===== src/rtl/mb_pkg.sv =====
// rtl/mb_pkg.sv - shared fixed-point type, FSM states and saturating add for the metaball renderer
package mb_pkg;

    typedef logic [31:0] fix_t;

    localparam fix_t FIX_ONE = 32'h0001_0000;

    typedef enum logic [2:0] {IDLE, ISSUE, WAIT, WRITE, SWAP} state_t;

    function automatic fix_t sat_add(input fix_t a, input fix_t b);
        logic [32:0] s;
        s = {1'b0, a} + {1'b0, b};
        return s[32] ? '1 : s[31:0];
    endfunction

endpackage


===== src/rtl/mb_frame_renderer_field_classify.sv =====
// rtl/mb_frame_renderer_field_classify.sv - saturating sum of ball fields and palette lookup by threshold count
module field_classify
    import mb_pkg::*;
#(
    parameter int N_BALLS = 2,
    parameter int N_LVL   = 1,
    parameter int PX_W    = 12
) (
    input  logic [32*N_BALLS-1:0]     vals_i,
    input  logic [32*N_LVL-1:0]       thresh_i,
    input  logic [PX_W*(N_LVL+1)-1:0] palette_i,
    output logic [PX_W-1:0]           color_o
);

    fix_t sum;
    int   level;

    // Thresholds need not be ascending for correctness: the level is a plain count.
    always_comb begin
        sum = '0;
        for (int i = 0; i < N_BALLS; i++) begin
            sum = sat_add(sum, vals_i[32*i +: 32]);
        end
        level = 0;
        for (int k = 0; k < N_LVL; k++) begin
            if (sum >= thresh_i[32*k +: 32]) begin
                level = level + 1;
            end
        end
        color_o = palette_i[PX_W*level +: PX_W];
    end

endmodule


===== src/rtl/mb_frame_renderer.sv =====
// rtl/mb_frame_renderer.sv - pixel sequencer: strobes evaluators, classifies fields, writes split framebuffer, swaps
module mb_frame_renderer
    import mb_pkg::*;
#(
    parameter int   N_BALLS = 2,
    parameter int   COLS    = 32,
    parameter int   ROWS    = 32,
    parameter fix_t STEP    = FIX_ONE >> 1,
    parameter int   N_LVL   = 1,
    parameter int   PX_W    = 12,
    parameter int   AW      = $clog2(COLS*ROWS/2)
) (
    input  logic                       clk,
    input  logic                       rst,
    input  logic                       en,
    output logic                       px_stb,
    output logic [31:0]                p_x,
    output logic [31:0]                p_y,
    input  logic [N_BALLS-1:0]         mb_vld,
    input  logic [32*N_BALLS-1:0]      mb_out,
    input  logic [32*N_LVL-1:0]        thresh,
    input  logic [PX_W*(N_LVL+1)-1:0]  palette,
    output logic                       w_en,
    output logic                       w_half,
    output logic [AW-1:0]              w_addr,
    output logic [PX_W-1:0]            w_data,
    output logic                       swap_req,
    input  logic                       swap_ack,
    output logic                       frame_done,
    output logic                       busy
);

    localparam int CW   = (COLS > 1) ? $clog2(COLS) : 1;
    localparam int RW   = (ROWS > 1) ? $clog2(ROWS) : 1;
    localparam int HALF = ROWS / 2;

    state_t                 state_q, state_d;
    logic [CW-1:0]          col_q, col_d;
    logic [RW-1:0]          row_q, row_d;
    logic [N_BALLS-1:0]     collect_q, collect_d;
    logic [32*N_BALLS-1:0]  vals_q, vals_d;
    logic                   w_en_q, w_en_d;
    logic                   w_half_q, w_half_d;
    logic [AW-1:0]          w_addr_q, w_addr_d;
    logic [PX_W-1:0]        w_data_q, w_data_d;
    logic                   frame_done_q, frame_done_d;
    logic [N_BALLS-1:0]     seen;
    logic [PX_W-1:0]        color;

    field_classify #(
        .N_BALLS (N_BALLS),
        .N_LVL   (N_LVL),
        .PX_W    (PX_W)
    ) u_classify (
        .vals_i    (vals_q),
        .thresh_i  (thresh),
        .palette_i (palette),
        .color_o   (color)
    );

    always_comb begin
        state_d      = state_q;
        col_d        = col_q;
        row_d        = row_q;
        collect_d    = collect_q;
        vals_d       = vals_q;
        w_en_d       = 1'b0;
        w_half_d     = w_half_q;
        w_addr_d     = w_addr_q;
        w_data_d     = w_data_q;
        frame_done_d = 1'b0;
        seen         = collect_q | mb_vld;
        unique case (state_q)
            IDLE: begin
                if (en) state_d = ISSUE;
            end
            ISSUE: begin
                collect_d = '0;
                state_d   = WAIT;
            end
            WAIT: begin
                // A repeated pulse from the same ball simply refreshes its latched value.
                collect_d = seen;
                for (int i = 0; i < N_BALLS; i++) begin
                    if (mb_vld[i]) vals_d[32*i +: 32] = mb_out[32*i +: 32];
                end
                if (&seen) state_d = WRITE;
            end
            WRITE: begin
                w_en_d   = 1'b1;
                w_half_d = (int'(row_q) >= HALF);
                w_addr_d = AW'((int'(row_q) % HALF) * COLS + int'(col_q));
                w_data_d = color;
                state_d  = ISSUE;
                if (int'(col_q) == COLS - 1) begin
                    col_d = '0;
                    if (int'(row_q) == ROWS - 1) begin
                        row_d   = '0;
                        state_d = SWAP;
                    end else begin
                        row_d = row_q + RW'(1);
                    end
                end else begin
                    col_d = col_q + CW'(1);
                end
            end
            SWAP: begin
                if (swap_ack) begin
                    frame_done_d = 1'b1;
                    col_d        = '0;
                    row_d        = '0;
                    state_d      = en ? ISSUE : IDLE;
                end
            end
            default: state_d = IDLE;
        endcase
    end

    always_ff @(posedge clk or posedge rst) begin
        if (rst) begin
            state_q      <= IDLE;
            col_q        <= '0;
            row_q        <= '0;
            collect_q    <= '0;
            vals_q       <= '0;
            w_en_q       <= 1'b0;
            w_half_q     <= 1'b0;
            w_addr_q     <= '0;
            w_data_q     <= '0;
            frame_done_q <= 1'b0;
        end else begin
            state_q      <= state_d;
            col_q        <= col_d;
            row_q        <= row_d;
            collect_q    <= collect_d;
            vals_q       <= vals_d;
            w_en_q       <= w_en_d;
            w_half_q     <= w_half_d;
            w_addr_q     <= w_addr_d;
            w_data_q     <= w_data_d;
            frame_done_q <= frame_done_d;
        end
    end

    assign px_stb     = (state_q == ISSUE);
    assign swap_req   = (state_q == SWAP);
    assign busy       = (state_q != IDLE);
    assign p_x        = fix_t'(col_q) * STEP;
    assign p_y        = fix_t'(row_q) * STEP;
    assign w_en       = w_en_q;
    assign w_half     = w_half_q;
    assign w_addr     = w_addr_q;
    assign w_data     = w_data_q;
    assign frame_done = frame_done_q;

endmodule


===== config.mk =====
export PLATFORM = sky130hd
export DESIGN_NAME = mb_frame_renderer
export DESIGN_NICKNAME = d
export VERILOG_FILES = /design/src/rtl/mb_pkg.sv /design/src/rtl/mb_frame_renderer_field_classify.sv /design/src/rtl/mb_frame_renderer.sv
export SDC_FILE = /design/constraint.sdc
export NUM_CORES = 1
export LEC_CHECK = 0
export BUFFER_PORTS_ARGS = -buffer_cell sky130_fd_sc_hd__buf_2
export CORE_MARGIN = 2
export CORE_UTILIZATION = 50
export CTS_CLUSTER_SIZE = 8
export DETAILED_ROUTE_END_ITERATION = 6
export GPL_ROUTABILITY_DRIVEN = 1
export PLACE_DENSITY_LB_ADDON = 0.12
export SYNTH_ARGS = -nofsm -noshare
export SYNTH_HDL_FRONTEND = slang
export SYNTH_HIERARCHICAL = 1
export SYNTH_SLANG_ARGS = --single-unit

===== constraint.sdc =====
create_clock -name clk -period 6.2 [get_ports clk]
set_input_delay 0.93 -clock clk [delete_from_list [all_inputs] [get_ports clk]]
set_output_delay 0.93 -clock clk [all_outputs]
set_load 0.05 [all_outputs]

==> flow_summary.ini <==
[worst_setup_path]
critical_path_class = reg2reg
path_common_cell = nand2_1
cp_slowest_cell = fa_1
worstPathCellList = ha_1 -> fa_1 -> a21o_1 -> a221o_1 -> a21o_1 -> nand2_1 -> o2111ai_2 -> nand2_2 -> o21a_4 -> nand2_1 -> ha_1 -> and4_1 -> nand3_1 -> or2_0 -> a2111oi_0 -> o21ai_1 -> o21ai_1 -> buf_4 -> mux2_2 -> nand2_1 -> nand2_1
endpoint_kind = flop
worst-path-max-fanout = 30
startpoint_type = flop
crit_required_ns = 6.44
max_stage_delay_ns = 0.41
crit_arrival_ns = 5.13

[final_layout]
finish.net_count = 1102
layout_commonest_cell = buf_2
final_cell_mix = buf_2, nand2_1, dfrtp_1
syn_to_final_growth_pct = 13.8
drive_gt1_share_pct = 25.2

[die]
num_io_pins = 217
die_area_mm2 = 0.0158
core_area_mm2 = 0.0145
dieHeight_um = 126
start_util_pct = 51.1
num_rows = 44
die_width_um = 126

[global_route]
track_usage_pct = 21.3
antenna_found_initial = 1
grt_start_max_net_pins = 72
grt-ovfl-total = 0
grt_first_pass_wirelength_um = 27600
first_global_vias = 5724

[clocking]
holdBufCountCts = 0
cts_root_buf = clkbuf_16
clk_pin_slew_worst_paths_ns = 0.07
cts.sinks = 103
cts_buffer_depth = 2
clkLatencyLatePin_ns = 0.35
htree_levels = 3
post-cts-setup-buffer-count = 0
numCtsBuffers = 9
cts_repair_resize_count = 0
cts_tree = yes

[sta]
max-slew-margin-rel_pct = 41.2
setup_viol = 0
clock_skew_ns = 0.00527
tightestPinTransition_ns = 0.882
period_minus_slack_ns = 4.89
drv_slew = 0
layout_worst_path_cycle_share_pct = 78.8
fmax_ghz = 0.205
rsz0062_at_grt = false
setup_tns_ns = 0
hold_violations = 0

[routing]
ant_nets = 0
via_count = 5772
post_drt_via_cell_ratio = 5.27
drc = 0
drt_iter0_drc = 291
wire_per_inst_um = 15.3
finalWirelength_um = 16800
firstDrtPassIters = 4

[synth]
ys_seq_area_share_pct = 34.8
async_flop_share_pct = 100
synth_edf_count = 0
syn_area_mm2 = 0.00740
ys_ff_latch = 103
synth_ff_type = dfrtp_1
synth_top_area_share_pct = 34.8
syn_avg_cell_area_um2 = 9.77
synth_cells = 758
yosysTopAreaCell = dfrtp_1
synth_cell_types = 72
synth_area_leaders = dfrtp_1, ha_1, mux2_1, buf_4, nand2_1
ys_warn_count = 6

[job]
maxCapViolations = 0

[placement]
port_buffers = 162
place.gp.congestion = 0.886
post-dp-hpwl_um = 13200

[min_path]
hp-class = reg2reg

[outcome]
status = finished, final reports clean
logic make-up (layout without fill, tap and decap cells):
family                     after synthesis  after routing  synth area share (%)
muxes                                   79             79                  12.0
and+or+nand+nor                        205            205                  13.7
buffers and inverters                  127            227                  10.5
DFF                                    103            103                  34.8
AOI/OAI and AO/OA                      149            149                  14.1
adders and majority gates               70             70                  11.9
xor gates and xnor gates                24             24                  2.84
other                                    1             55                0.0507
through the flow:
| step | hold WS, ns | worst slack (ns) | util (%) | cell area [µm²] | instances |
|---|---|---|---|---|---|
| floorplan | 0.462 | 1.77 | - | 7600 | 811 |
| global placement | 0.454 | 1.46 | 55.9 | 8090 | 1079 |
| detailed placement | 0.456 | 1.30 | 55.9 | 8090 | 1079 |
| CTS | 0.476 | 1.28 | 58.2 | 8420 | 1095 |
| global route | 0.486 | 1.02 | 58.2 | 8420 | 1095 |
| finish | 0.473 | 1.31 | 58.2 | 8430 | 1096 |
synth_stat cells (all sizes together), types with 4 or more instances:
master   number
nor4          4
nand4        11
mux2         78
o21a          4
xnor2        13
nor2b         7
xor2         11
dfrtp       103
o211ai        4
nand2       106
o2111ai       5
a21o         33
a31oi         4
o21ai        24
and3          7
nand2b        9
buf          76
o21bai        4
a21oi        40
nor2         19
ha           69
a211oi        4
inv          45
clkbuf        6
and2          8
a22o          6
nand3        12
final timing paths:
check | start | cells past startpoint | slack (ns) | end
hold / removal | w_data[2]$_DFFE_PP0P_ | 2 | 0.47 | w_data[2]$_DFFE_PP0P_
min in group asynchronous | rst | 2 | 0.58 | w_data[8]$_DFFE_PP0P_
max in group asynchronous | rst | 3 | 4.39 | vals_q[15]$_DFFE_PP0P_
setup reg to reg | vals_q[0]$_DFFE_PP0P_ | 21 | 1.31 | w_data[0]$_DFFE_PP0P_
setup / recovery | vals_q[0]$_DFFE_PP0P_ | 21 | 1.31 | w_data[0]$_DFFE_PP0P_
hold reg to reg | w_data[2]$_DFFE_PP0P_ | 2 | 0.47 | w_data[2]$_DFFE_PP0P_
registers in the layout, summed over array words and instances, names as in the netlist:
signal,count
col_q,5
collect_q,2
frame_done,1
row_q,5
state_q,3
vals_q,64
w_addr,9
w_data,12
w_en,1
w_half,1
worst max-delay path, delay by kind of cell, from the launching register on:
family                   cells  cell delay, ns
AO/OA/AOI/OAI                8            1.80
flip-flops                   1            0.38
buffers and inverters        1            0.25
multiplexers                 1            0.36
AND/OR/NAND/NOR              8            1.03
adder cells (fa/ha/maj)      3            0.94
metal layers:
| layer | GRT usage, % | vias up | wire length, µm |
|---|---|---|---|
| met1 | 29.0 | 2686 | 7770 |
| met4 | 5.16 | 0 | 215 |
| met2 | 34.1 | 210 | 7560 |
| met5 | 0 | - | 0 |
| li1 | - | 2861 | - |
| met3 | 5.69 | 15 | 1270 |
layout make-up:
type	count	area (µm²)
fill	1304	6050
multi-input combinational	581	4270
sequential	103	2580
timing repair buffer	166	841
tap	184	230
clock buffer	9	225
inverter	45	171
clock inverter	7	104
antenna	1	2.50
Power is left out: the tool's default activity adds up to more than one toggle a clock period on the data nets, which glitch-free logic cannot reach.
